## src/rtl/ewrapper_emesh_arbiter.sv

```systemverilog
// Two-requester emesh arbiter feeding one link transmitter.
// Owner-based bursts with fairness after BURST_MAX; one registered output stage.
module ewrapper_emesh_arbiter #(
  parameter int BURST_MAX = 16
) (
  input  logic        emesh_clk_inb,
  input  logic        reset_n,
  input  logic        m0_access,
  input  logic        m0_write,
  input  logic [1:0]  m0_datamode,
  input  logic [3:0]  m0_ctrlmode,
  input  logic [31:0] m0_dstaddr,
  input  logic [31:0] m0_srcaddr,
  input  logic [31:0] m0_data,
  output logic        m0_wait,
  input  logic        m1_access,
  input  logic        m1_write,
  input  logic [1:0]  m1_datamode,
  input  logic [3:0]  m1_ctrlmode,
  input  logic [31:0] m1_dstaddr,
  input  logic [31:0] m1_srcaddr,
  input  logic [31:0] m1_data,
  output logic        m1_wait,
  output logic        emesh_access_outb,
  output logic        emesh_write_outb,
  output logic [1:0]  emesh_datamode_outb,
  output logic [3:0]  emesh_ctrlmode_outb,
  output logic [31:0] emesh_dstaddr_outb,
  output logic [31:0] emesh_srcaddr_outb,
  output logic [31:0] emesh_data_outb,
  input  logic        emesh_wr_wait_inb,
  input  logic        emesh_rd_wait_inb,
  output logic [1:0]  fsm_state,
  output logic [7:0]  burst_cnt
);

  typedef enum logic [1:0] {
    IDLE = 2'd0,
    OWN0 = 2'd1,
    OWN1 = 2'd2
  } state_t;

  state_t     state;
  logic       last;
  logic [7:0] cnt;
  logic       stall;
  logic       burst_open;
  logic       gnt_valid;
  logic       gnt_idx;
  logic       accept;

  // Handshake: a requester's transaction is taken on a cycle where its
  // access=1 and its wait=0; it must hold all fields stable while wait=1.
  always_comb begin
    stall = emesh_access_outb &
            (emesh_write_outb ? emesh_wr_wait_inb : emesh_rd_wait_inb);
  end

  always_comb begin
    burst_open = cnt < 8'(BURST_MAX);
  end

  always_comb begin
    gnt_valid = 1'b0;
    gnt_idx   = 1'b0;
    case (state)
      IDLE: begin
        if (m0_access && m1_access) begin
          gnt_valid = 1'b1;
          gnt_idx   = ~last;
        end else if (m0_access) begin
          gnt_valid = 1'b1;
          gnt_idx   = 1'b0;
        end else if (m1_access) begin
          gnt_valid = 1'b1;
          gnt_idx   = 1'b1;
        end
      end
      OWN0: begin
        if (m0_access && (burst_open || !m1_access)) begin
          gnt_valid = 1'b1;
          gnt_idx   = 1'b0;
        end else if (m1_access) begin
          gnt_valid = 1'b1;
          gnt_idx   = 1'b1;
        end
      end
      OWN1: begin
        if (m1_access && (burst_open || !m0_access)) begin
          gnt_valid = 1'b1;
          gnt_idx   = 1'b1;
        end else if (m0_access) begin
          gnt_valid = 1'b1;
          gnt_idx   = 1'b0;
        end
      end
      default: begin
        gnt_valid = 1'b0;
        gnt_idx   = 1'b0;
      end
    endcase
  end

  always_comb begin
    accept  = reset_n & ~stall & gnt_valid;
    m0_wait = ~reset_n | stall | (m0_access & ~(gnt_valid & ~gnt_idx));
    m1_wait = ~reset_n | stall | (m1_access & ~(gnt_valid & gnt_idx));
  end

  // Arbitration state freezes during stall so a burst resumes where it left off.
  always_ff @(posedge emesh_clk_inb) begin
    if (!reset_n) begin
      state <= IDLE;
      last  <= 1'b1;
      cnt   <= 8'd0;
    end else if (!stall) begin
      if (accept) begin
        last <= gnt_idx;
        if (state == (gnt_idx ? OWN1 : OWN0)) begin
          if (cnt != 8'hFF) begin
            cnt <= cnt + 8'd1;
          end
        end else begin
          state <= gnt_idx ? OWN1 : OWN0;
          cnt   <= 8'd1;
        end
      end else begin
        state <= IDLE;
        cnt   <= 8'd0;
      end
    end
  end

  always_ff @(posedge emesh_clk_inb) begin
    if (!reset_n) begin
      emesh_access_outb   <= 1'b0;
      emesh_write_outb    <= 1'b0;
      emesh_datamode_outb <= 2'd0;
      emesh_ctrlmode_outb <= 4'd0;
      emesh_dstaddr_outb  <= 32'd0;
      emesh_srcaddr_outb  <= 32'd0;
      emesh_data_outb     <= 32'd0;
    end else if (!stall) begin
      emesh_access_outb <= accept;
      if (accept) begin
        emesh_write_outb    <= gnt_idx ? m1_write    : m0_write;
        emesh_datamode_outb <= gnt_idx ? m1_datamode : m0_datamode;
        emesh_ctrlmode_outb <= gnt_idx ? m1_ctrlmode : m0_ctrlmode;
        emesh_dstaddr_outb  <= gnt_idx ? m1_dstaddr  : m0_dstaddr;
        emesh_srcaddr_outb  <= gnt_idx ? m1_srcaddr  : m0_srcaddr;
        emesh_data_outb     <= gnt_idx ? m1_data     : m0_data;
      end
    end
  end

  always_comb begin
    fsm_state = state;
    burst_cnt = cnt;
  end

endmodule

```

## config.mk

```make
export PLATFORM = sky130hd
export DESIGN_NAME = ewrapper_emesh_arbiter
export DESIGN_NICKNAME = d
export VERILOG_FILES = /design/src/rtl/ewrapper_emesh_arbiter.sv
export SDC_FILE = /design/constraint.sdc
export NUM_CORES = 1
export LEC_CHECK = 0
export BUFFER_PORTS_ARGS = -buffer_cell sky130_fd_sc_hd__buf_4
export CAP_MARGIN = 30
export CORE_MARGIN = 4
export CORE_UTILIZATION = 35
export CTS_BUF_LIST = sky130_fd_sc_hd__clkbuf_16
export DETAILED_ROUTE_END_ITERATION = 8
export PLACE_DENSITY = 0.69
export SLEW_MARGIN = 30
export SYNTH_ARGS = -nofsm -noshare
export SYNTH_HDL_FRONTEND = slang
export SYNTH_SLANG_ARGS = --single-unit
```

## constraint.sdc

```tcl
create_clock -name emesh_clk_inb -period 2.51 [get_ports emesh_clk_inb]
set_clock_uncertainty 0.1 [all_clocks]
set_input_delay 0.3765 -clock emesh_clk_inb [delete_from_list [all_inputs] [get_ports emesh_clk_inb]]
set_output_delay 0.3765 -clock emesh_clk_inb [all_outputs]
set_load 0.05 [all_outputs]
```

# After elaboration in Yosys (flattened, before gate mapping)
# Index checks and enable logic that the tools add are counted.
# op_classes
n_addsub,1
magnitude_cmp,1
n_bitwise,16
eq_ne,6
n_reduce_logical,11
n_mux,25
# ops
operator,count
$mux W32,3
$mux W8,3
$mux W1,12
$add A8 B1 Y8 const B,1
$lt A8 B5 Y1 const B,1
$mux W2,4
$ne A8 B8 Y1 const B,1
$and A1 B1 Y1,7
$not A1 Y1,6
$pmux W1 S3,2
$reduce_and A2 Y1,3
$mux W4,1
$logic_and A1 B1 Y1,3
$ne A3 B2 Y1 const B,1
$or A1 B1 Y1,3
$eq A2 B1 Y1 const B,1
$eq A2 B2 Y1,1
$eq A2 B2 Y1 const B,1
$logic_not A1 Y1,2
$logic_not A2 Y1,1
$logic_or A1 B1 Y1,2
$ne A2 B2 Y1 const B,1
# totals
output_inout_bits,116
in_bits,212
regBits,115
elab_cells,70

# Longest topological paths before layout
# Gate-level depths: netlist of run 1.
# depth
depth_word,10
depth_mapped,8
mapped_depth_nobuf,6

# Worst setup path after synthesis of run 1
# No wires, ideal clock.
# synth_path
path_type,register to output
start,reg cnt[7] (netlist: burst_cnt[7])
end,out m0_wait
setup_slack_ps,-614
path_buffers,3
t_arrival_ps,2647
path_stages_with_launch,8
required_ps,2034
path_cell_list,dfxtp_1 > or4_1 > mux2i_1 > or2_1 > buf_4 > buf_6 > buf_6 > a21oi_1
# synth_between
elab_chain_len,10
word_cells_on_any_way,16
cone_classes,order compare (1); mux (6); bitwise (5); reduce/logical (4)
# synth_rtl
item,line_no,text
"start, declared",45,logic [7:0] cnt;
"start signal, assigned",121,cnt <= cnt + 8'd1;
$lt A8 B5 Y1 *,60,burst_open = cnt < 8'(BURST_MAX);
$logic_or A1 B1 Y1 (on tied branches),"89, 80",
$logic_and A1 B1 Y1 (on tied branches),"89, 80",
$mux W1 (on tied branches),"89, 80",
$pmux W1 S3,66,case (state)
$not A1 Y1,106,m0_wait = ~reset_n | stall | (m0_access & ~(gnt_valid & ~gnt_idx));
$and A1 B1 Y1 *,106,
$not A1 Y1 *,106,
$and A1 B1 Y1 *,106,
$or A1 B1 Y1 *,106,
"end, declared",15,"output logic m0_wait,"
# Mark *: on every way between the ends. The rest lies on a longest branch, timed or not.

# Final worst setup path of run 1
# Ends and elaborated chain as after synthesis.

==> results.ini, run 1 <==
[logic_synthesis]
syn_avg_cell_area_um2 = 7.477
synthMuxAreaShare_pct = 0.4008
ys_warn_count = 0
synth-seq-area-share_pct = 46.09
synth_top_family_by_area = compound AO/OA/AOI/OAI gates
async_flop_share_pct = 0
syn_inst = 668
ys_top_cells_by_area = dfxtp_1 (46%), nand2_1 (16%), a31oi_1 (13%), o21ai_0 (11%), clkbuf_1 (3.5%)
syn_area_mm2 = 0.004995
synth-compound-area-share_pct = 26.95
synth_fa_ha_area_share_pct = 0.2505
synth_edf_count = 0
synth_nets = 881
synth-main-ff-cell = dfxtp_1
ys_ff_latch = 115
yosys.area_share.simple_pct = 20.37
synth_top_area_cell = dfxtp_1
synth_top_area_share_pct = 46.09
synth-xor-area-share_pct = 0
ys_types = 32

[global_route]
grt_pass1_vias = 5541
grt_pass1_wl_mm = 28.76
grtUsageTotal_pct = 22.10
antenna_found_initial = 0
grt_max_degree = 87
gr-total-overflow = 0

[drt]
wl_per_cell_um = 16.07
vias_per_cell = 5.076
via_count = 5888
ant_nets = 0
wl_mm = 18.64
first_iter_violations = 360
dr.pass1.iters = 6
drcViolationCount = 0

[pwr]
p_int_w = 0.004206
pwr_density_cell_mw_per_mm2 = 745.6
peakVddDrop_v = 0.0003902
sw_frac_of_total_pct = 31.61
combPwrFrac_pct = 26.2
p_switching_w = 0.001944
leakagePower_nw = 3.849
pwr-share-seq_pct = 33.6
pwr-share-clk_pct = 40.2

[worst_setup_path]
path_cells = or4_4, mux2i_4, or2_4, a21oi_4, buf_8
startpoint = burst_cnt[7]
start_kind = flip-flop
worstSetupPathType = reg2out
cp_slowest_stage_delay_ns = 0.56
r2r-start = burst_cnt[7]
endpoint_kind = output port
crit_slowest_cell = or4_4
crit_fanout = 2
arrival_ns = 2.07
required_ns = 2.03

[clocking]
cts_buffers = 17
clk_latency_ns = 0.41
cts_hold_buf = 0
clkTransAtPathRegs_ns = 0.05
cts_tree = built
clkSinkCount = 115
clockBufferDepth = 2
htree_levels = 4
root_buffer = clkbuf_16

[sta]
final-setup-viol-count = 1
max_freq_ghz = 0.3921
fin_crit_sh_pct = 101.6
hold_viol_final = 0
maxSlewViolCount = 0
relSlewSlack_pct = 65.37
max_slew.worst_pin.slew_ns = 0.5194
layout_setup_ws_ns = -0.04044
layout_min_cycle_time_ns = 2.550
rsz0062_at_grt = true
tns_ns = -0.04044
hold_ws_ns = 0.1283

[die]
core_mm2 = 0.01393
pin_count = 328
core.rowCount = 43
die_area_mm2 = 0.01625
start_util_pct = 35.84
fp.dieW_um = 127.5
die_y_um = 127.5

[cells_and_area]
fin_area_mm2 = 0.008249
fillers = 1344
mostFrequentLayoutCell = buf_4
nNetsFinal = 1180
final_cell_mix = buf_4 (334), nand2_1 (213), o21ai_0 (111)
drive_gt1_share_pct = 39.18
area_delta_synth_final_pct = 65.16
diodes = 0

[placed_design]
hpwl_mm = 13.14
port_buffers = 327
placed_area_mm2 = 0.007605
gp_congestion = 0.8423

[min_path]
hold_start = m1_write
hold_path.class = in2reg

[outcome]
status = finished with violations
violations = negative setup slack

[flow_run]
cap_violations = 0

==> worst paths after layout <==
| check | slack (ns) | cells after the start | end |
|---|---|---|---|
| worst max register to register | 0.16 | 6 | fsm_state[1] |
| worst min-delay path | 0.13 | 3 | emesh_write_outb |
| worst max-delay path | -0.04 | 5 | m0_wait |
| worst min register to register | 0.38 | 2 | last |
==> layout make-up <==
class | instances | area [µm²] | share of cell area, %
Inverter | 3 | 11.26 | 0.1365
Clock buffer | 17 | 425.4 | 5.157
Clock inverter | 15 | 172.7 | 2.093
Multi-Input combinational cell | 488 | 2447 | 29.67
Timing Repair Buffer | 342 | 2654 | 32.17
Sequential cell | 115 | 2313 | 28.04
Tap cell | 180 | 225.2 | 2.730
==> flip-flops by register name, indices dropped and copies added, names as in the netlist <==
| signal | flops |
|---|---|
| emesh_write_outb | 1 |
| burst_cnt | 8 |
| emesh_srcaddr_outb | 32 |
| emesh_datamode_outb | 2 |
| last | 1 |
| emesh_dstaddr_outb | 32 |
| fsm_state | 2 |
| emesh_ctrlmode_outb | 4 |
| emesh_data_outb | 32 |
| emesh_access_outb | 1 |
==> routing by layer <==
layer	vias to the layer above	part of all wire [%]	track usage, %
met5	-	0	0
met4	0	3.4	10.85
met3	41	10	8.361
met2	263	48	34.93
met1	2632	39	26.35
li1	2952	-	-
==> cells in the mapped netlist, types with 4 or more instances <==
master and n:
a21oi_1 14, a31oi_1 103, buf_2 9, buf_6 5, clkbuf_1 47, dfxtp_1 115
nand2_1 213, nand3_1 8, nor2_1 4, o21ai_0 111, o31ai_1 4, or4_1 6
==> stage by stage <==
stage / power [W] / util [%] / std cells / worst slack [ns]
3_5_place_dp: 0.003710 / 54.57 / 1125 / 0.2798
6_report: 0.006150 / 59.20 / 1160 / -0.04044
2_1_floorplan: 0.003070 / - / 668 / -0.01618
5_1_grt: 0.006413 / 59.20 / 1160 / -0.08640
4_1_cts: 0.006212 / 59.17 / 1160 / -0.05211
3_3_place_gp: 0.003702 / 54.57 / 1125 / 0.2912
==> logic make-up after synthesis <==
logic type / after synthesis
AO/OA/AOI/OAI: 237
adder cells (fa/ha/maj): 1
buffers and inverters: 65
flip-flops: 115
multiplexers: 2
AND/OR/NAND/NOR: 248
==> worst max-delay path, delay by kind of cell (launching register included) <==
family                 cells  cell delay [ns]
and+or+nand+nor            2             0.81
DFF                        1             0.33
muxes                      1             0.22
buffers and inverters      1             0.16
AOI/OAI and AO/OA          1             0.14
==> what timing repair did <==
item                                    4_1_cts  5_1_grt
buffers inserted                              3        0
gates resized for setup                       4        1
pin swaps                                     4        1
endpoints found under the setup margin        2        2
==> power by group through the flow <==
stage          combinational, W  sequential (W)  clock (W)
6_report                0.00161         0.00207    0.00247
5_1_grt                 0.00172         0.00208    0.00261
4_1_cts                 0.00162         0.00206    0.00253
3_5_place_dp            0.00161         0.00210          0
3_3_place_gp            0.00161         0.00210          0
2_1_floorplan          0.000443         0.00263          0
No activity file was read; power rests on OpenSTA's default activity.
==> inputs of run 2 (changes only) <==
- PLACE_DENSITY: 0.69 -> 0.77
==> run 2 against run 1 <==
Against the previous run:
- the run still ends with negative setup slack left
- first-iteration DRC count up 5.6%
- via count up 0.46%
- clock power down 2%
- register-to-register slack about the same
- maximum frequency up 0.91%
- power down 0.68%
- largest cell class unchanged
- cell count about the same
==> results.ini, run 2 (synthesis gave the netlist of run 1 again) <==
[cells_and_area]
fin_area_mm2 = 0.008252
fin_cells = 1159
nNetsFinal = 1179
final_cell_mix = buf_4 (332), nand2_1 (213), o21ai_0 (111)
drive_gt1_share_pct = 39.12
diodes = 0
area_delta_synth_final_pct = 65.21
biggestRegsByFlops = emesh_data_outb x32, emesh_dstaddr_outb x32, emesh_srcaddr_outb x32
mostFrequentLayoutCell = buf_4

[drt]
via_count = 5915
dr.pass1.iters = 5
wl_per_cell_um = 15.74
vias_per_cell = 5.104
first_iter_violations = 380
drcViolationCount = 0
wl_mm = 18.24
ant_nets = 0

[placed_design]
port_buffers = 327
gp_congestion = 0.8142
hpwl_mm = 12.93
placedCellCount = 1124
placed_area_mm2 = 0.007610

[die]
start_util_pct = 35.84
die_y_um = 127.5
fp.dieW_um = 127.5
core.rowCount = 43
core_mm2 = 0.01393
pin_count = 328
die_area_mm2 = 0.01625

[worst_setup_path]
cp_slowest_stage_delay_ns = 0.56
arrival_ns = 2.05
start_kind = flip-flop
endpoint_kind = output port
crit_fanout = 2
crit_family = simple AND/OR/NAND/NOR gates
worstSetupPathType = reg2out
path_cells = or4_4, mux2i_4, or2_4, a21oi_4, buf_6
r2r_cells = 6
worst-path-stages = 5
required_ns = 2.03
crit_slowest_cell = or4_4
crit_buf_inv = 1

[pwr]
pwr_density_cell_mw_per_mm2 = 740.3
leakagePower_nw = 3.848
peakVddDrop_v = 0.0004654
combPwrFrac_pct = 26.4
p_int_w = 0.004170
pwr-share-seq_pct = 33.8
pwr-share-clk_pct = 39.8
sw_frac_of_total_pct = 31.74
p_switching_w = 0.001939
fin_total_pwr_w = 0.006109

[clocking]
cts_buffers = 17
cts_hold_buf = 0
clk_latency_ns = 0.41
clkTransAtPathRegs_ns = 0.05
clockBufferDepth = 2
clkSinkCount = 115
root_buffer = clkbuf_16
cts_tree = built
htree_levels = 4

[sta]
fin_crit_sh_pct = 100.7
max_freq_ghz = 0.3956
final-setup-viol-count = 1
layout_min_cycle_time_ns = 2.527
rsz0062_at_grt = true
layout_setup_ws_ns = -0.01750
max_slew.worst_pin.slew_ns = 0.6289
hold_viol_final = 0
relSlewSlack_pct = 57.99
maxSlewViolCount = 0

[outcome]
violations = negative setup slack
status = finished with violations

[min_path]
hold_path.class = in2reg
hold_path_depth = 3

[global_route]
grt_pass1_vias = 5492
antenna_found_initial = 0
grtUsageTotal_pct = 21.71
gr-total-overflow = 0
grt_pass1_wl_mm = 28.44
grt_max_degree = 77

[flow_run]
cap_violations = 0

-- run 2: cell count changes in the layout (fill, tap and decap cells not counted), sizes merged --
| cell | previous run | this run |
|---|---|---|
| clkbuf | 17 | 18 |
| inv | 5 | 8 |
| bufinv | 4 | 3 |
| buf | 342 | 341 |
| clkinvlp | 1 | 3 |
| clkinv | 8 | 3 |
-- run 2: timing repair --
item	in CTS	in global routing
setup endpoints to repair	2	2
gates resized for setup	3	2
endpoints found under the hold margin	0	0
pin swaps	3	0
buffers inserted	3	0
-- run 2: routing by layer --
metal | global-route usage (%) | wire length, µm | vias to the layer above
met2 | 36.02 | 8961 | 271
li1 | - | - | 2950
met5 | 0 | 0 | -
met3 | 8.110 | 1933 | 29
met4 | 8.391 | 376 | 0
met1 | 25.46 | 6970 | 2665
-- run 2: final timing paths --
| kind | from | slack [ns] | to |
|---|---|---|---|
| max | burst_cnt[4] | -0.02 | m0_wait |
| min | m0_write | 0.13 | emesh_write_outb |
| max reg2reg | burst_cnt[4] | 0.17 | fsm_state[1] |
| min reg2reg | last | 0.37 | last |
-- run 2: tightest hold or removal path, cell delays in order --
cell and delay (ns):
buf_4 0.11, nand2_1 0.05, a31oi_1 0.07
-- run 2: area by class of cell --
cell class | count | area [µm²]
clock inverters | 14 | 146.4
flip-flops and latches | 115 | 2313
inverters | 3 | 11.26
well taps | 180 | 225.2
fillers | 1294 | 5683
multi-input cells | 488 | 2450
clock buffers | 18 | 450.4
repair buffers | 341 | 2655
-- run 2: per-stage QoR --
step / worst slack [ns] / hold WS (ns) / setup TNS, ns / utilization [%]
after floorplan: -0.01618 / 0.3298 / -0.01618 / -
after global placement: 0.2939 / 0.3575 / 0 / 54.61
after detailed placement: 0.2871 / 0.3647 / 0 / 54.61
after CTS: -0.04572 / 0.1106 / -0.04572 / 59.17
after global routing: -0.08504 / 0.1143 / -0.09296 / 59.22
final: -0.01750 / 0.1305 / -0.01750 / 59.22
-- run 2: power by group through the flow --
stage	clock network (W)	registers, W	logic [W]
floorplan	0	0.00263	0.000443
global placement	0	0.00209	0.00161
detailed placement	0	0.00210	0.00162
CTS	0.00248	0.00206	0.00162
global route	0.00257	0.00208	0.00173
finish	0.00243	0.00206	0.00161
